==> src/rtl/decode_stage_pkg.sv <==
// rtl/decode_stage_pkg.sv - opcode set, decoded bundle type and default widths for decode_stage
package header;

    localparam int DEF_XLEN    = 64;
    localparam int DEF_OP_W    = 6;
    localparam int DEF_RADDR_W = 5;

    // Bundle fields are sized for the widest supported configuration; narrower instances use the low bits.
    localparam int MAX_XLEN    = 64;
    localparam int MAX_OP_W    = 8;
    localparam int MAX_RADDR_W = 8;

    typedef enum logic [DEF_OP_W-1:0] {
        OP_NOP  = 6'h00,
        OP_ADD  = 6'h01,
        OP_SUB  = 6'h02,
        OP_LDR  = 6'h08,
        OP_LDRI = 6'h09,
        OP_STR  = 6'h0A,
        OP_STRI = 6'h0B,
        OP_B    = 6'h10
    } opcode_e;

    typedef struct packed {
        logic [MAX_OP_W-1:0]    op;
        logic [MAX_RADDR_W-1:0] write_addr;
        logic [MAX_RADDR_W-1:0] addr_a;
        logic [MAX_RADDR_W-1:0] addr_b;
        logic [MAX_XLEN-1:0]    imm;
        logic                   write_reg;
        logic                   use_imm;
        logic                   write_mem;
        logic                   mem2reg;
        logic                   branch;
        logic                   illegal;
    } decode_bundle_t;

    function automatic logic is_legal_op(input logic [MAX_OP_W-1:0] op);
        logic legal;
        legal = 1'b0;
        if (op[MAX_OP_W-1:DEF_OP_W] == '0) begin
            case (op[DEF_OP_W-1:0])
                OP_NOP, OP_ADD, OP_SUB, OP_LDR, OP_LDRI,
                OP_STR, OP_STRI, OP_B:  legal = 1'b1;
                default:                legal = 1'b0;
            endcase
        end
        return legal;
    endfunction

endpackage

==> src/rtl/instr_field_decode.sv <==
// rtl/instr_field_decode.sv - combinational split of one instruction into a decoded bundle
module instr_field_decode
    import header::*;
#(
    parameter int XLEN    = DEF_XLEN,
    parameter int OP_W    = DEF_OP_W,
    parameter int RADDR_W = DEF_RADDR_W,
    parameter int IMM_W   = XLEN / 2
) (
    input  logic [XLEN-1:0] instr_i,
    output decode_bundle_t  bundle_o
);

    // Field numbering counts from the MSB: field bit 0 is instr_i[XLEN-1].
    localparam int WA_HI = XLEN - 1 - OP_W;
    localparam int A_HI  = WA_HI - RADDR_W;
    localparam int B_HI  = A_HI - RADDR_W;

    logic [OP_W-1:0]    op_raw;
    logic [RADDR_W-1:0] wa_raw;
    logic [RADDR_W-1:0] a_raw;
    logic [RADDR_W-1:0] b_raw;
    logic [IMM_W-1:0]   imm_raw;
    logic               unused_instr;
    decode_bundle_t     b;

    assign op_raw       = instr_i[XLEN-1 -: OP_W];
    assign wa_raw       = instr_i[WA_HI -: RADDR_W];
    assign a_raw        = instr_i[A_HI -: RADDR_W];
    assign b_raw        = instr_i[B_HI -: RADDR_W];
    assign imm_raw      = instr_i[IMM_W-1:0];
    assign unused_instr = ^instr_i;

    always_comb begin
        b            = '0;
        b.op         = MAX_OP_W'(op_raw);
        b.write_addr = MAX_RADDR_W'(wa_raw);
        b.addr_a     = MAX_RADDR_W'(a_raw);
        b.addr_b     = MAX_RADDR_W'(b_raw);
        b.imm        = {{(MAX_XLEN-IMM_W){imm_raw[IMM_W-1]}}, imm_raw};
        b.write_reg  = 1'b1;
        if (!is_legal_op(b.op)) begin
            b.illegal   = 1'b1;
            b.write_reg = 1'b0;
        end else begin
            case (b.op[DEF_OP_W-1:0])
                OP_LDR:  b.mem2reg = 1'b1;
                OP_LDRI: begin
                    b.mem2reg = 1'b1;
                    b.use_imm = 1'b1;
                end
                OP_STR:  begin
                    b.write_mem = 1'b1;
                    b.write_reg = 1'b0;
                end
                OP_STRI: begin
                    b.write_mem = 1'b1;
                    b.write_reg = 1'b0;
                    b.use_imm   = 1'b1;
                end
                OP_B:    begin
                    b.branch    = 1'b1;
                    b.write_reg = 1'b0;
                end
                default: ;
            endcase
        end
        bundle_o = b;
    end

endmodule

==> src/rtl/decode_stage.sv <==
// rtl/decode_stage.sv - registered decode stage with output and skid registers and flush
module decode_stage
    import header::*;
#(
    parameter int XLEN    = DEF_XLEN,
    parameter int OP_W    = DEF_OP_W,
    parameter int RADDR_W = DEF_RADDR_W,
    parameter int IMM_W   = XLEN / 2
) (
    input  logic               clk,
    input  logic               n_rst,
    input  logic               flush,
    input  logic               in_valid,
    output logic               in_ready,
    input  logic [XLEN-1:0]    in_instr,
    output logic               out_valid,
    input  logic               out_ready,
    output logic [OP_W-1:0]    out_op,
    output logic [RADDR_W-1:0] out_write_addr,
    output logic [RADDR_W-1:0] out_addr_a,
    output logic [RADDR_W-1:0] out_addr_b,
    output logic [XLEN-1:0]    out_imm,
    output logic               out_write_reg,
    output logic               out_use_imm,
    output logic               out_write_mem,
    output logic               out_mem2reg,
    output logic               out_branch,
    output logic               out_illegal
);

    // ONE means OUT holds a bundle; FULL means OUT and SKID both hold one.
    typedef enum logic [1:0] {ST_EMPTY, ST_ONE, ST_FULL} occ_e;

    occ_e           state_q, state_d;
    decode_bundle_t dec_bundle;
    decode_bundle_t out_q, out_d;
    decode_bundle_t skid_q, skid_d;
    logic           accept;
    logic           drain;
    logic           unused_bits;

    instr_field_decode #(
        .XLEN    (XLEN),
        .OP_W    (OP_W),
        .RADDR_W (RADDR_W),
        .IMM_W   (IMM_W)
    ) u_field_decode (
        .instr_i  (in_instr),
        .bundle_o (dec_bundle)
    );

    assign out_valid = (state_q != ST_EMPTY);
    assign in_ready  = (state_q != ST_FULL);
    assign accept    = in_valid && in_ready && !flush;
    assign drain     = out_valid && out_ready;

    always_comb begin
        state_d = state_q;
        out_d   = out_q;
        skid_d  = skid_q;
        if (flush) begin
            state_d = ST_EMPTY;
        end else begin
            case (state_q)
                ST_EMPTY: if (accept) begin
                    out_d   = dec_bundle;
                    state_d = ST_ONE;
                end
                ST_ONE: begin
                    if (accept && drain) begin
                        out_d = dec_bundle;
                    end else if (accept) begin
                        skid_d  = dec_bundle;
                        state_d = ST_FULL;
                    end else if (drain) begin
                        state_d = ST_EMPTY;
                    end
                end
                ST_FULL: if (drain) begin
                    out_d   = skid_q;
                    state_d = ST_ONE;
                end
                default: state_d = ST_EMPTY;
            endcase
        end
    end

    always_ff @(posedge clk or negedge n_rst) begin
        if (!n_rst) begin
            state_q <= ST_EMPTY;
            out_q   <= '0;
            skid_q  <= '0;
        end else begin
            state_q <= state_d;
            out_q   <= out_d;
            skid_q  <= skid_d;
        end
    end

    assign out_op         = out_q.op[OP_W-1:0];
    assign out_write_addr = out_q.write_addr[RADDR_W-1:0];
    assign out_addr_a     = out_q.addr_a[RADDR_W-1:0];
    assign out_addr_b     = out_q.addr_b[RADDR_W-1:0];
    assign out_imm        = out_q.imm[XLEN-1:0];
    assign out_write_reg  = out_q.write_reg;
    assign out_use_imm    = out_q.use_imm;
    assign out_write_mem  = out_q.write_mem;
    assign out_mem2reg    = out_q.mem2reg;
    assign out_branch     = out_q.branch;
    assign out_illegal    = out_q.illegal;
    assign unused_bits    = ^out_q;

endmodule
==> config.mk <==
export PLATFORM = sky130hd
export DESIGN_NAME = decode_stage
export DESIGN_NICKNAME = d
export VERILOG_FILES = /design/src/rtl/decode_stage_pkg.sv /design/src/rtl/instr_field_decode.sv /design/src/rtl/decode_stage.sv
export SDC_FILE = /design/constraint.sdc
export NUM_CORES = 1
export LEC_CHECK = 0
export ABC_CLOCK_PERIOD_IN_PS = 3400
export CAP_MARGIN = 15
export CORE_ASPECT_RATIO = 0.8
export CORE_MARGIN = 2
export CORE_UTILIZATION = 45
export CTS_BUF_LIST = sky130_fd_sc_hd__clkbuf_8
export DETAILED_ROUTE_END_ITERATION = 10
export HOLD_SLACK_MARGIN = 0.06
export PLACE_DENSITY = 0.83
export SETUP_SLACK_MARGIN = 0.3
export SYNTH_ARGS = -nofsm -noshare
export SYNTH_HDL_FRONTEND = slang
export SYNTH_SLANG_ARGS = --single-unit
export TNS_END_PERCENT = 20
==> constraint.sdc <==
create_clock -name clk -period 3.4 [get_ports clk]
set_input_delay 0.85 -clock clk [delete_from_list [all_inputs] [get_ports clk]]
set_output_delay 0.85 -clock clk [all_outputs]
set_load 0.02 [all_outputs]
After elaboration in Yosys (flattened, before gate mapping) --
Memory sizes are Yosys's and may differ from the RTL's. Index checks and enable logic that the tools add are counted.
Storage, ports and cells: memories 1, word-level logic and storage cells 76, register bits 152, bits in read-only memories 32
Memories:
- (no name shown) | depth 32, width 1, rd ports 1, clocked after Yosys merged registers in 0, wr ports 0, RTL line decode_stage_pkg.sv:42 | case (op[DEF_OP_W-1:0])
Operators by class: eq/ne operators 15, bitwise operators 2, reductions and logical operators 15, mux-type cells 20
Operators by type and width (count):
- 100-bit 2-to-1 mux | 3
- 100-bit case mux with 3 select lines | 1
- 6-bit by 4-bit equality test with 1-bit output, second input constant | 4
- 2-bit 2-to-1 mux | 6
- 3-bit != test, second input constant | 3
- 1-bit 2-to-1 mux | 8
- 2-bit != test, second input constant | 4
- 4-bit AND reduction | 2
- 6-bit by 5-bit equality test with 1-bit output, second input constant | 1
- 2-bit case mux with 3 select lines | 1
- 2-bit OR reduction | 3
- 5-bit AND reduction | 1
- 1-bit logical AND | 4
- 4-bit 2-to-1 mux | 1
- 4-bit != test, second input constant | 1
- 3-bit nonzero test | 1
- 3-bit OR reduction | 1
- 2-bit by 1-bit equality test with 1-bit output, second input constant | 1
- 2-bit equality test, second input constant | 1
- 2-bit logical NOT | 1
- 1-bit inverter | 2
- 2-bit nonzero test | 1
- 1-bit logical NOT | 1

Depth between registers and ports, before layout --
depth after elaboration 7, gate-level depth with buffers 6

Hierarchy --
From an unflattened synthesis, not the netlist that was laid out.
Unflattened totals: cells, all modules 612, area total of the unflattened synthesis 8829.7 sq um
By module, submodules not included:
- decode_stage | area an instance 8011.4 sq um, cells each 501, instances 1
- instr_field_decode | area an instance 818.3 sq um, cells each 111, instances 1

Least setup slack after synthesis --
Ideal clock, no wire load.
path type input-to-reg, start point in in_valid, end point reg out_q, in the netlist out_addr_a[2], buffers on the path 2, setup slack 1.331 ns, data required time 3.275 ns, cell stages on the path 6, data arrival time 1.944 ns, cells stage by stage nor2b_2 > nand2b_1 > a21oi_4 > buf_6 > buf_8 > mux2_4
On the way: word-level cells in the longest chain between the ends 5, elaborated cells on any way between the ends 6, those cells by class eq/ne (2); reduce/logical (4)
Ends and longest elaborated chain:
- from (decl) | RTL line decode_stage.sv:13 | input logic in_valid,
- 1-bit logical AND (*) (2 in series) | RTL line decode_stage.sv:54 | assign accept = in_valid && in_ready && !flush;
- 1-bit logical AND | RTL line decode_stage.sv:70 | if (accept && drain) begin
- 2-bit != test (no source line)
- 5-bit AND reduction (no source line) (*)
- to (signal assigned) | RTL line decode_stage.sv:95 | out_q <= out_d;
- to (decl) | RTL line decode_stage.sv:36 | decode_bundle_t out_q, out_d;
Every way passes the cells marked *; elsewhere a longest branch is shown, timed or not. A chain may end at the register's enable or synchronous reset.

==> flow_metrics.py <==
metrics = {
    "run_status": {
        "status": "finished clean",
    },
    "sta": {
        "grt_setup_unrepaired": "false",
        "tightest_slew_ns": 0.719,
        "finalMaxSlewViolations": 0,
        "max_slew_margin_pct": 52.1,
        "finalSetupTns_ns": 0,
        "fin_ws_ns": 0.759,
        "setup_viol": 0,
        "finClkSkew_ns": 0.0125,
        "fmax_ghz": 0.379,
        "hold-worst-slack_ns": 0.310,
        "finalCritPeriodShare_pct": 77.7,
        "finalHoldViolCount": 0,
        "finalCriticalPeriod_ns": 2.64,
    },
    "synth": {
        "synth_edf_count": 0,
        "avgSynthCellArea_um2": 11.1,
        "post-synth-top-count-cell": "nand2_1",
        "yosys_warnings": 0,
        "async_reset_ff_share_pct": 100,
        "ys_ff_latch": 120,
        "yosysSeqAreaShare_pct": 53.9,
        "syn_nets": 572,
        "synth_top_area_share_pct": 53.9,
        "synthesis.area_um2": 5570,
        "yosys-top-cells-count": "nand2_1, dfrtp_1, mux2_2",
        "synthTopCellsByArea": "dfrtp_1, mux2_2, nand2_1, buf_4, mux2_4",
        "synthCells": 503,
        "yosysTopAreaCell": "dfrtp_1",
        "ys.flop_type": "dfrtp_1",
        "synth_cell_types": 27,
    },
    "detailed_routing": {
        "postRouteWirelength_mm": 12.3,
        "ant_nets": 0,
        "drt_iter0_drc": 180,
        "drt-vias-per-instance": 5.03,
        "drc_errors": 0,
        "wl_per_cell_um": 15.7,
        "via_count": 3941,
        "firstDrtPassIters": 4,
    },
    "grt": {
        "top_usage_layer": "met2",
        "gr-usage-all-layers_pct": 19.5,
        "met3_usage_pct": 6.97,
        "grt_max_degree": 66,
        "grt_pass1_wl_mm": 20.4,
        "antenna_found_initial": 0,
        "first_global_vias": 4140,
        "grt.overflow.total": 0,
        "met1_usage_pct": 24.1,
        "grt_use_met2_pct": 31.9,
    },
    "placement": {
        "io_buffers": 150,
        "place_congestion": 0.711,
        "preCtsSetupSlack_ns": 0.420,
        "hpwl_mm": 8.16,
    },
    "final_layout": {
        "layout-drive-gt1-share_pct": 24.4,
        "antenna_cells": 0,
        "seq_area_um2": 3000,
        "largest_register_ffs": 59,
        "final_core_utilization_pct": 60.4,
        "largest_register": "skid_q",
        "multiInputGateArea_um2": 2190,
        "final_net_count": 689,
        "fillCellCount": 941,
        "syn_to_final_growth_pct": 31.4,
    },
    "critical_path": {
        "cp.required_ns": 2.55,
        "cp_slowest_cell": "clkdlybuf4s50_1",
        "critPathLaunchType": "register",
        "crit_type": "reg2out",
        "r2r_slack_ns": 1.41,
        "crit_path_end_kind": "output pin",
        "crit_buf_inv": 1,
        "crit_family": "buffers and inverters",
        "reg2reg_from": "state_q[1]$_DFFE_PN0P_",
        "r2r-end": "out_imm[22]$_DFFE_PN0P_",
        "path_cells": "clkdlybuf4s50_1",
        "cp_slowest_stage_delay_ns": 0.70,
        "worstPathMaxFanout": 34,
        "rr_worst_depth": 5,
        "worstPathArrival_ns": 1.79,
    },
    "floorplanning": {
        "ios": 162,
        "die_height_um": 104,
        "die-area_um2": 13300,
        "fp.dieW_um": 128,
        "initial_core_util_pct": 46.0,
        "rows": 36,
        "core_um2": 12100,
    },
    "clock_tree": {
        "clockRootBuffer": "clkbuf_8",
        "htreeDepth": 4,
        "cts_buffer_depth": 2,
        "cts_sinks": 120,
        "insertion_delay_ns": 0.43,
        "cts_tree": "done",
        "cts-buffers-inserted": 17,
        "clk_pin_slew_ns": 0.07,
    },
    "pwr": {
        "ir_drop_v": 0.000373,
        "p_total_mw": 4.33,
        "power.density_nw_per_um2": 591,
        "total_leakage_power_nw": 3.32,
    },
    "job": {
        "cap_violations": 0,
    },
    "worst_hold_path": {
        "hold_class": "in2async",
    },
}
==> placed cells by master, fill, tap and decap left out, types with 2 or more instances in the layout <==
cell	n
o31ai_1	2
nor2_1	5
dfrtp_1	119
buf_4	4
inv_1	5
o21ai_0	13
a21oi_1	2
mux2_2	101
nor3_1	3
clkdlybuf4s50_1	149
nand2_1	172
buf_12	4
nand3_1	2
nand2b_1	2
clkbuf_8	17
clkinv_2	7
mux2_4	10
==> per-layer routing <==
metal	part of all wire (%)	routed length [um]
met3	7.6	933
met5	0	0
met1	43	5250
met4	1.2	153
met2	49	6000
==> cell type report <==
cell class	count	share of cell area, %
sequential	120	41.0
multi-input combinational	322	29.9
timing repair buffer	157	21.9
clock buffer	17	3.20
tap	152	2.60
clock inverter	14	1.32
inverter	2	0.103
==> metrics by stage <==
step	cells	cell area, um^2
CTS	784	7320
detailed placement	753	6990
finish	784	7320
global placement	753	6990
global route	784	7320
floorplan	503	5570
==> where the power goes <==
group / internal (mW) / total (mW) / leakage, nW / switching [mW]
Clock: 0.552 / 1.10 / 0.189 / 0.552
Combinational: 0.712 / 1.29 / 1.67 / 0.574
Sequential: 1.75 / 1.94 / 1.46 / 0.189
==> kinds of logic after synthesis <==
kind of cell | Yosys count | synth area share (%)
and+or+nand+nor | 189 | 13.3
DFF | 120 | 53.9
muxes | 112 | 23.3
buffers and inverters | 61 | 7.14
AOI/OAI and AO/OA | 21 | 2.38
==> worst max path at each step <==
stage,startpoint,end,slack (ns),depth (start not counted)
floorplan,in_valid,out_addr_a[2]$_DFFE_PN0P_,1.33,6
global placement,in_valid,out_imm[15]$_DFFE_PN0P_,0.46,6
detailed placement,in_valid,out_mem2reg$_DFFE_PN0P_,0.42,6
CTS,out_imm[62]$_DFFE_PN0P_,out_imm[37],0.43,1
global route,out_imm[62]$_DFFE_PN0P_,out_imm[34],0.62,1
finish,out_imm[62]$_DFFE_PN0P_,out_imm[43],0.76,1
==> what timing repair did <==
item	in CTS	in global routing
buffers inserted	0	0
endpoints found under the hold margin	0	0
setup endpoints to repair	0	6
hold buffers	0	0
resized for setup	0	1
(Power assumes the default switching activity.)
